`config.mk`:
```
export PLATFORM = sky130hd
export DESIGN_NAME = fifo_sync_param
export DESIGN_NICKNAME = d
export VERILOG_FILES = /design/src/rtl/fifo_pkg.sv /design/src/rtl/fifo_ram_dp.sv /design/src/rtl/fifo_sync_param.sv
export SDC_FILE = /design/constraint.sdc
export NUM_CORES = 1
export LEC_CHECK = 0
export CAP_MARGIN = 0
export CORE_ASPECT_RATIO = 0.8
export CORE_MARGIN = 2
export CORE_UTILIZATION = 50
export CTS_BUF_LIST = sky130_fd_sc_hd__clkbuf_8 sky130_fd_sc_hd__clkbuf_16
export DETAILED_ROUTE_END_ITERATION = 10
export GPL_TIMING_DRIVEN = 0
export MAX_ROUTING_LAYER = met4
export PLACE_DENSITY = 0.75
export REMOVE_ABC_BUFFERS = 1
export SYNTH_ARGS = -nofsm -noshare
export SYNTH_HDL_FRONTEND = slang
export SYNTH_HIERARCHICAL = 1
export SYNTH_SLANG_ARGS = --single-unit
```
`constraint.sdc`:
```
create_clock -name Clk -period 6.3 [get_ports Clk]
set_clock_uncertainty 0.1 [all_clocks]
set_input_delay 1.26 -clock Clk [delete_from_list [all_inputs] [get_ports Clk]]
set_output_delay 1.26 -clock Clk [all_outputs]
set_load 0.1 [all_outputs]
```
`src/rtl/fifo_pkg.sv`:
```
// fifo_pkg: shared constants and sizing helpers for the parametrised
// synchronous FIFO family.
//   DWIDTH_DEF / DEPTH_DEF : default data width and entry count
//   clog2()                : ceiling log2, used to size pointers
//   cnt_width()            : occupancy counter width (pointer width + 1)
package fifo_pkg;

   localparam int DWIDTH_DEF = 32'sd32;
   localparam int DEPTH_DEF  = 32'sd16;

   // Ceiling log2 of a positive value; clog2(1) = 0.
   function automatic int clog2(input int value);
      int res;
      int v;
      res = 32'sd0;
      v   = value - 32'sd1;
      while (v > 32'sd0) begin
         res = res + 32'sd1;
         v   = v >>> 1;
      end
      return res;
   endfunction

   // The count must represent 0..DEPTH inclusive, hence one extra bit.
   function automatic int cnt_width(input int depth);
      return clog2(depth) + 32'sd1;
   endfunction

endpackage

```
`src/rtl/fifo_ram_dp.sv`:
```
// fifo_ram_dp: storage array for fifo_sync_param. No reset, no control.
//   Clk    : write clock, rising edge
//   WeN    : active-low write enable
//   WrAddr : write address
//   WrData : write data
//   RdAddr : asynchronous read address
//   RdData : asynchronous read data (mem[RdAddr])
module fifo_ram_dp
   import fifo_pkg::*;
#(
   parameter int DWIDTH = DWIDTH_DEF,
   parameter int DEPTH  = DEPTH_DEF
) (
   input  logic                      Clk,
   input  logic                      WeN,
   input  logic [clog2(DEPTH)-1:0]   WrAddr,
   input  logic [DWIDTH-1:0]         WrData,
   input  logic [clog2(DEPTH)-1:0]   RdAddr,
   output logic [DWIDTH-1:0]         RdData
);

   logic [DWIDTH-1:0] mem_q [DEPTH];

   // Synchronous write port; contents deliberately left unreset.
   always_ff @(posedge Clk) begin
      if (!WeN) begin
         mem_q[WrAddr] <= WrData;
      end
   end

   assign RdData = mem_q[RdAddr];

endmodule

```
`src/rtl/fifo_sync_param.sv`:
```
// fifo_sync_param: parametrised single-clock FIFO with occupancy count,
// programmable almost-full/almost-empty, sticky error flags and a
// selectable show-ahead (FWFT=1) or registered-read (FWFT=0) output.
//   Clk, RstN          : clock and async active-low reset
//   ClrN               : synchronous active-low clear (overrides WrN/RdN)
//   WrN, Data_In       : active-low write request and data
//   RdN                : active-low read request
//   AFullThr/AEmptyThr : almost-full / almost-empty thresholds
//   Data_Out           : read data
//   Count              : occupancy 0..DEPTH
//   FullN/EmptyN/AFullN/AEmptyN : registered active-low status flags
//   Ovf/Udf            : sticky overflow/underflow, active high
module fifo_sync_param
   import fifo_pkg::*;
#(
   parameter int DWIDTH = DWIDTH_DEF,
   parameter int DEPTH  = DEPTH_DEF,
   parameter int AWIDTH = clog2(DEPTH),
   parameter bit FWFT   = 1'b1
) (
   input  logic              Clk,
   input  logic              RstN,
   input  logic              ClrN,
   input  logic              WrN,
   input  logic [DWIDTH-1:0] Data_In,
   input  logic              RdN,
   input  logic [AWIDTH:0]   AFullThr,
   input  logic [AWIDTH:0]   AEmptyThr,
   output logic [DWIDTH-1:0] Data_Out,
   output logic [AWIDTH:0]   Count,
   output logic              FullN,
   output logic              EmptyN,
   output logic              AFullN,
   output logic              AEmptyN,
   output logic              Ovf,
   output logic              Udf
);

   localparam int CW = cnt_width(DEPTH);
   localparam logic [CW-1:0]     DEPTH_C = DEPTH[CW-1:0];
   localparam logic [CW-1:0]     CNT_ONE = {{(CW-1){1'b0}}, 1'b1};
   localparam logic [AWIDTH-1:0] PTR_ONE = {{(AWIDTH-1){1'b0}}, 1'b1};

   logic [AWIDTH-1:0] wr_ptr_q, wr_ptr_d;
   logic [AWIDTH-1:0] rd_ptr_q, rd_ptr_d;
   logic [CW-1:0]     count_q, count_d;
   logic              full_n_q, full_n_d;
   logic              empty_n_q, empty_n_d;
   logic              afull_n_q, afull_n_d;
   logic              aempty_n_q, aempty_n_d;
   logic              ovf_q, ovf_d;
   logic              udf_q, udf_d;
   logic [DWIDTH-1:0] dout_q, dout_d;

   logic              rd_acc_s;
   logic              wr_acc_s;
   logic              ram_we_n_s;
   logic [DWIDTH-1:0] ram_rd_s;

   // A write into a full FIFO is still accepted when a read frees a slot.
   assign rd_acc_s   = ~RdN & (count_q != {CW{1'b0}});
   assign wr_acc_s   = ~WrN & ((count_q != DEPTH_C) | rd_acc_s);
   assign ram_we_n_s = ~(wr_acc_s & ClrN);

   fifo_ram_dp #(
      .DWIDTH (DWIDTH),
      .DEPTH  (DEPTH)
   ) u_ram (
      .Clk    (Clk),
      .WeN    (ram_we_n_s),
      .WrAddr (wr_ptr_q),
      .WrData (Data_In),
      .RdAddr (rd_ptr_q),
      .RdData (ram_rd_s)
   );

   // Next-state: pointers, count, flags from next count, sticky errors.
   always_comb begin
      wr_ptr_d   = wr_ptr_q;
      rd_ptr_d   = rd_ptr_q;
      count_d    = count_q;
      full_n_d   = full_n_q;
      empty_n_d  = empty_n_q;
      afull_n_d  = afull_n_q;
      aempty_n_d = aempty_n_q;
      ovf_d      = ovf_q;
      udf_d      = udf_q;
      dout_d     = dout_q;
      if (!ClrN) begin
         // Clear lands on the reset values; the output register holds.
         wr_ptr_d   = {AWIDTH{1'b0}};
         rd_ptr_d   = {AWIDTH{1'b0}};
         count_d    = {CW{1'b0}};
         full_n_d   = 1'b1;
         empty_n_d  = 1'b0;
         afull_n_d  = 1'b1;
         aempty_n_d = 1'b0;
         ovf_d      = 1'b0;
         udf_d      = 1'b0;
      end else begin
         if (wr_acc_s) begin
            wr_ptr_d = wr_ptr_q + PTR_ONE;
         end else begin
            wr_ptr_d = wr_ptr_q;
         end
         if (rd_acc_s) begin
            rd_ptr_d = rd_ptr_q + PTR_ONE;
            dout_d   = ram_rd_s;
         end else begin
            rd_ptr_d = rd_ptr_q;
            dout_d   = dout_q;
         end
         case ({wr_acc_s, rd_acc_s})
            2'b10:   count_d = count_q + CNT_ONE;
            2'b01:   count_d = count_q - CNT_ONE;
            default: count_d = count_q;
         endcase
         // Flags follow next-count so they never lag Count.
         full_n_d   = (count_d != DEPTH_C);
         empty_n_d  = (count_d != {CW{1'b0}});
         afull_n_d  = ~(count_d >= AFullThr);
         aempty_n_d = ~(count_d <= AEmptyThr);
         ovf_d      = ovf_q | (~WrN & ~wr_acc_s);
         udf_d      = udf_q | (~RdN & ~rd_acc_s);
      end
   end

   // State registers with asynchronous active-low reset.
   always_ff @(posedge Clk or negedge RstN) begin
      if (!RstN) begin
         wr_ptr_q   <= {AWIDTH{1'b0}};
         rd_ptr_q   <= {AWIDTH{1'b0}};
         count_q    <= {CW{1'b0}};
         full_n_q   <= 1'b1;
         empty_n_q  <= 1'b0;
         afull_n_q  <= 1'b1;
         aempty_n_q <= 1'b0;
         ovf_q      <= 1'b0;
         udf_q      <= 1'b0;
         dout_q     <= {DWIDTH{1'b0}};
      end else begin
         wr_ptr_q   <= wr_ptr_d;
         rd_ptr_q   <= rd_ptr_d;
         count_q    <= count_d;
         full_n_q   <= full_n_d;
         empty_n_q  <= empty_n_d;
         afull_n_q  <= afull_n_d;
         aempty_n_q <= aempty_n_d;
         ovf_q      <= ovf_d;
         udf_q      <= udf_d;
         dout_q     <= dout_d;
      end
   end

   // Show-ahead presents the head word straight from the array.
   assign Data_Out = FWFT ? ram_rd_s : dout_q;
   assign Count    = count_q;
   assign FullN    = full_n_q;
   assign EmptyN   = empty_n_q;
   assign AFullN   = afull_n_q;
   assign AEmptyN  = aempty_n_q;
   assign Ovf      = ovf_q;
   assign Udf      = udf_q;

endmodule

```
==> impl_metrics.py <==
metrics = {
    "timing": {
        "finalHoldViolCount": 0,
        "worst-slew-pin-transition_ns": 1.25,
        "finalHoldWorstSlack_ns": 0.405,
        "worst_slack_ns": 0.807,
        "max_clock_freq_mhz": 182,
        "final.period_utilization": 0.872,
        "slew_hr": 0.160,
        "final.min_clock_period_ns": 5.49,
        "setup_viol_count_final": 0,
        "fin_tns_setup_ns": 0,
        "rsz0062_at_grt": "false",
        "final_max_slew_viol_count": 0,
    },
    "yosys": {
        "synth_edf_count": 512,
        "yosysMostFrequentCell": "edfxtp_1",
        "cell_types_with_the_largest_area_share_after_synthesis": "edfxtp_1, mux4_2, a22oi_1",
        "ys_seq_area_frac": 0.765,
        "synth_ff_type": "edfxtp_1",
        "synth.largest_area_cell": "edfxtp_1",
        "netlist_area_before_placement_um2": 20700,
        "register_bit_total_from_synthesis": 531,
        "yosys_warnings": 6,
        "synthDistinctLibCells": 62,
        "synth.top_cells.by_count": "edfxtp_1, mux4_2, a22oi_1, nand2_1, nor2_1",
        "post_synthesis_average_cell_area_um2": 21.5,
        "async_flop_share": 0.0358,
        "synthCells": 966,
        "synth.top_cell.area_share": 0.741,
    },
    "outcome": {
        "outcome": "completed",
    },
    "flow_run": {
        "drv_cap": 0,
    },
    "worst_setup_path": {
        "r2r_cells": 14,
        "worstReg2RegEnd": "AEmptyN$_DFF_PN0_",
        "reg_to_reg_slack_setup_ns": 1.45,
        "worstSetupStartpoint": "rd_ptr_q[0]$_DFFE_PN0P_",
        "timing.critical_path.arrival_ns": 4.13,
        "critical_path.max_fanout": 44,
        "endpoint_required_time_on_the_critical_path_ns": 4.94,
        "worstReg2RegStart": "Count[0]$_DFF_PN0_",
        "worstSetupStartpointType": "flop",
        "type_of_destination_of_the_critical_path": "output port",
        "timing_worst_setup_path_type": "flop to output port",
    },
    "clock_network": {
        "cts_tree": "done",
        "ctsResizeCount": 0,
        "htree_levels": 2,
        "post-cts-setup-buffers": 0,
        "cts.path.max_buffers": 3,
        "cts.root.buffer_cell": "clkbuf_16",
        "clk_transition_reported_paths_ns": 0.06,
        "clk-insertion-delay-late_ns": 0.57,
        "cts_hold_repair.buffers": 0,
        "cts-buffers-inserted": 49,
        "tritoncts_num_sinks": 531,
    },
    "grt": {
        "antenna_found_initial": 1,
        "groute.usage.overall": 0.209,
        "grt_start_max_net_pins": 65,
        "grt_overflow_total": 0,
        "first_global_vias": 10647,
        "first_pass_grt_wire_length_mm": 64.5,
    },
    "floorplan": {
        "floorplan.io_pins": 90,
        "placementRows": 66,
        "die_area_um2": 43100,
        "die_w_um": 232,
        "start_util": 0.508,
        "fp.dieH_um": 186,
        "coreArea_um2": 40800,
    },
    "detailed_routing": {
        "detail-route-antenna-nets": 0,
        "via_density_per_instance": 5.96,
        "drt_pre_antenna_iters": 4,
        "postRouteWirelength_mm": 42.6,
        "wl_per_cell_um": 25.0,
        "detail_route.drc_violations": 0,
        "drt_first_iter_violations": 905,
        "via_count": 10136,
    },
    "finish": {
        "final_nets": 1178,
        "drive_above_1_share": 0.261,
        "fin_util": 0.601,
        "synthToLayoutAreaGrowth_pct": 18.3,
    },
    "min_path": {
        "hp-class": "flop to flop",
        "hold_path.startpoint": "Ovf$_DFF_PN0_",
        "min_delay_path_depth": 2,
        "timing.hold.worst_endpoint": "Ovf$_DFF_PN0_",
    },
    "power_and_ir_drop": {
        "vdd_ir_drop_max_mv": 0.294,
        "powerDensity_nw_per_um2": 388,
        "power.leakage_nw": 7.83,
    },
    "placement": {
        "dp_worst_setup_slack_ns": 0.729,
        "place.port_buffers": 89,
        "post-dp-hpwl_mm": 27.3,
        "routabilityCongestion": 0.722,
    },
}
[stage by stage]
step           total power [W]  instance area, um^2  instances
6_report               0.00951                24500       1702
5_1_grt                0.00987                24500       1702
4_1_cts                0.00960                24500       1701
3_5_place_dp           0.00685                23000       1610
3_3_place_gp           0.00702                22000       1548
2_1_floorplan          0.00636                20500        915
[cells in the final DEF (no fill, tap or decap), types with 8 or more instances in the layout]
cell type        netlist  final
a21oi_1                8      8
a22oi_1               64     64
buf_4                 13     10
buf_6                  2     33
clkbuf_16              0     49
clkdlybuf4s50_1        0     89
clkinv_1               0     13
dfrtp_1               17     15
edfxtp_1             512    512
ha_1                  13     13
inv_1                 13     24
mux4_2               128    128
nand2_1               43     43
nor2_1                25     20
nor3_2                 0     10
[flip-flops by register name, summed over array words and instances, names as in the netlist]
register,flops
AEmptyN,1
AFullN,1
Count,5
EmptyN,1
FullN,1
Ovf,1
Udf,1
rd_ptr_q,4
u_ram/mem_q,512
wr_ptr_q,4
[layer usage]
metal | global-route usage | vias to the layer above | routed length (um)
met5 | - | - | 0
met4 | 0.0595 | 0 | 1100
met3 | 0.0320 | 88 | 2780
met2 | 0.334 | 405 | 20800
met1 | 0.286 | 5282 | 17900
li1 | - | 4361 | -
[where the power goes]
| part | switching, W | total (W) | internal (W) |
|---|---|---|---|
| registers | 0.0000785 | 0.00402 | 0.00394 |
| clock network | 0.00125 | 0.00276 | 0.00151 |
| logic | 0.00166 | 0.00273 | 0.00107 |
| total | 0.00299 | 0.00951 | 0.00652 |
[critical path, cell delays in order, from the launching register on]
cell and delay, ns:
dfrtp_4 0.58, buf_16 0.30, buf_16 0.34, buf_16 0.34, mux4_2 0.56, a22oi_1 0.35, nand2_1 0.09, clkdlybuf4s50_1 0.97
[logic make-up (layout without fill, tap and decap cells)]
kind of cell    Yosys count  after routing  synth area share
other cells               0              1                 0
xor+xnor                  8              8           0.00338
mux                     136            136             0.143
fa+ha+maj                14             14           0.00881
compound gates           98             98            0.0378
buf+inv                  65            256            0.0156
simple gates            114            114            0.0266
flops                   531            531             0.765
[cell type report]
class                   count  area [um^2]
fillers                  2824        16300
flip-flops and latches    531        15900
multi-input cells         370         4680
repair buffers            151         1740
clock buffers              49         1230
well taps                 544          681
clock inverters            42          284
inverters                  14         52.6
diodes                      1         2.50
[worst max path at each step]
stage	end	cells past startpoint	slack, ns
final	Data_Out[9]	7	0.81
after global routing	Data_Out[9]	7	0.58
after CTS	Data_Out[9]	7	0.70
after detailed placement	AEmptyN$_DFF_PN0_	15	0.73
after global placement	Data_Out[16]	4	-4.29
after floorplan	Data_Out[0]	3	-1.47
No activity file was read; power rests on OpenSTA's default activity.
==> edit: new RTL, same flow settings <==
The parameter `FWFT` goes from 1'b1 to 1'b0.
--- a/src/rtl/fifo_sync_param.sv
+++ b/src/rtl/fifo_sync_param.sv
@@ -16,7 +16,7 @@
    parameter int DWIDTH = DWIDTH_DEF,
    parameter int DEPTH  = DEPTH_DEF,
    parameter int AWIDTH = clog2(DEPTH),
-   parameter bit FWFT   = 1'b1
+   parameter bit FWFT   = 1'b0
 ) (
    input  logic              Clk,
    input  logic              RstN,
Behaviour: not the same (Yosys sat finds a counterexample within 4 cycles, from zero or initial values and one cycle with RstN low).
==> edit against the original RTL <==
  * Die area grew 5.2%
  * First-iteration DRC count grew 8.4%
  * Critical path type is now input port to register
  * Sequential share of layout area grew 0.052 points
  * Via count grew 5.9%
  * Worst setup slack gained 620 ps
  * Power grew 4.6%
  * Final cell count grew 5.0%
  * Sequential cell count grew 32
  * Critical endpoint is now AEmptyN
  * Wire length grew 7.4%
  * Area after synthesis grew 5.3%
  * Hold slack lost 13 ps
  * Cell area grew 5.0%
  * Fmax grew 13%
==> edit: results (changes against the original RTL) <==
outcome: "completed"  # unchanged
crit_fanout: 16  # was 44
p_clk_mw: 2.91  # was 2.76 mW
dpl.cell_count: 1691  # was 1610
dpl_cell_area_um2: 24200  # was 23000 um^2
relSlewSlack_pct: 31.2  # was 16.0%
yosysSeqAreaShare_pct: 76.3  # was 76.5%
final_nets: 1246  # was 1178
antenna_found_initial: 3  # was 1
crit_path_start: "WrN"  # was rd_ptr_q[0]
synth.distinct_cells: 54  # was 62
grt_start_max_net_pins: 61  # was 65
drtIter0Drc: 981  # was 905
avgRoutedWirePerCell_um: 25.6  # was 25.0 um
min_to: "Data_Out[3]"  # was Ovf
synth-async-reset-ratio_pct: 9.06  # was 3.58%
ir_drop_v: 0.000253  # was 0.000294 V
hold_start: "Data_Out[3]"  # was Ovf
rr_worst_depth: 13  # was 14
syn_inst: 1030  # was 966
hold_depth: 1  # was 2
dr_total_vias: 10731  # was 10136
p_leak_nw: 8.38  # was 7.83 nW
r2r_start: "Count[3]"  # was Count[0]
r2r_slack_ps: 1880  # was 1450 ps
path_delay_family: "compound AO/OA/AOI/OAI gates"  # was buffers and inverters
critPathArrivalTime_ps: 5260  # was 4130 ps
p_seq_share_pct: 44.0  # was 42.3%
final_util_pct: 59.7  # was 60.1%
cts_made_buffers: 52  # was 49
==> edit: changes by cell type after synthesis, moves of 4 or more <==
cell | before | now
mux2_2 | 3 | 27
buf_2 | 4 | 8
dfrtp_1 | 17 | 49
mux2_1 | 0 | 6
==> edit: how the worst max path moves through the flow <==
stage	endpoint	slack, ps	cells past startpoint
after detailed placement	AEmptyN	960	14
after floorplan	Data_Out[23]	-90	4
after global routing	AEmptyN	1210	14
after global placement	u_ram/mem_q[0][0]	-4080	6
final	AEmptyN	1430	14
after CTS	AEmptyN	1550	14
==> edit: cell families after synthesis <==
group | count (synthesis) | synth area share [%]
AND/OR/NAND/NOR | 115 | 2.54
AO/OA/AOI/OAI | 96 | 3.30
buffers and inverters | 66 | 1.44
XOR/XNOR | 8 | 0.321
flip-flops | 563 | 76.3
multiplexers | 168 | 15.3
adder cells (fa/ha/maj) | 14 | 0.837
==> edit: through the flow <==
step / power (mW) / hold WS [ps] / TNS (ps)
after CTS: 10.0 / 396 / 0
after floorplan: 6.55 / 453 / -2360
after global placement: 7.24 / 378 / -1040680
final: 9.95 / 392 / 0
after detailed placement: 7.13 / 381 / 0
after global routing: 10.3 / 417 / 0
==> edit: per-layer routing <==
metal,track usage [%],up-vias
li1,-,4586
met3,3.38,67
met5,-,-
met2,34.5,386
met4,5.01,0
met1,28.6,5692
==> edit: cell type report <==
type	instances	area share, %
clock inverters	39	0.899
clock buffers	54	5.21
inverters	13	0.190
well taps	560	2.72
flip-flops and latches	563	64.7
repair buffers	154	6.87
multi-input cells	401	19.4
diodes	3	0.0292
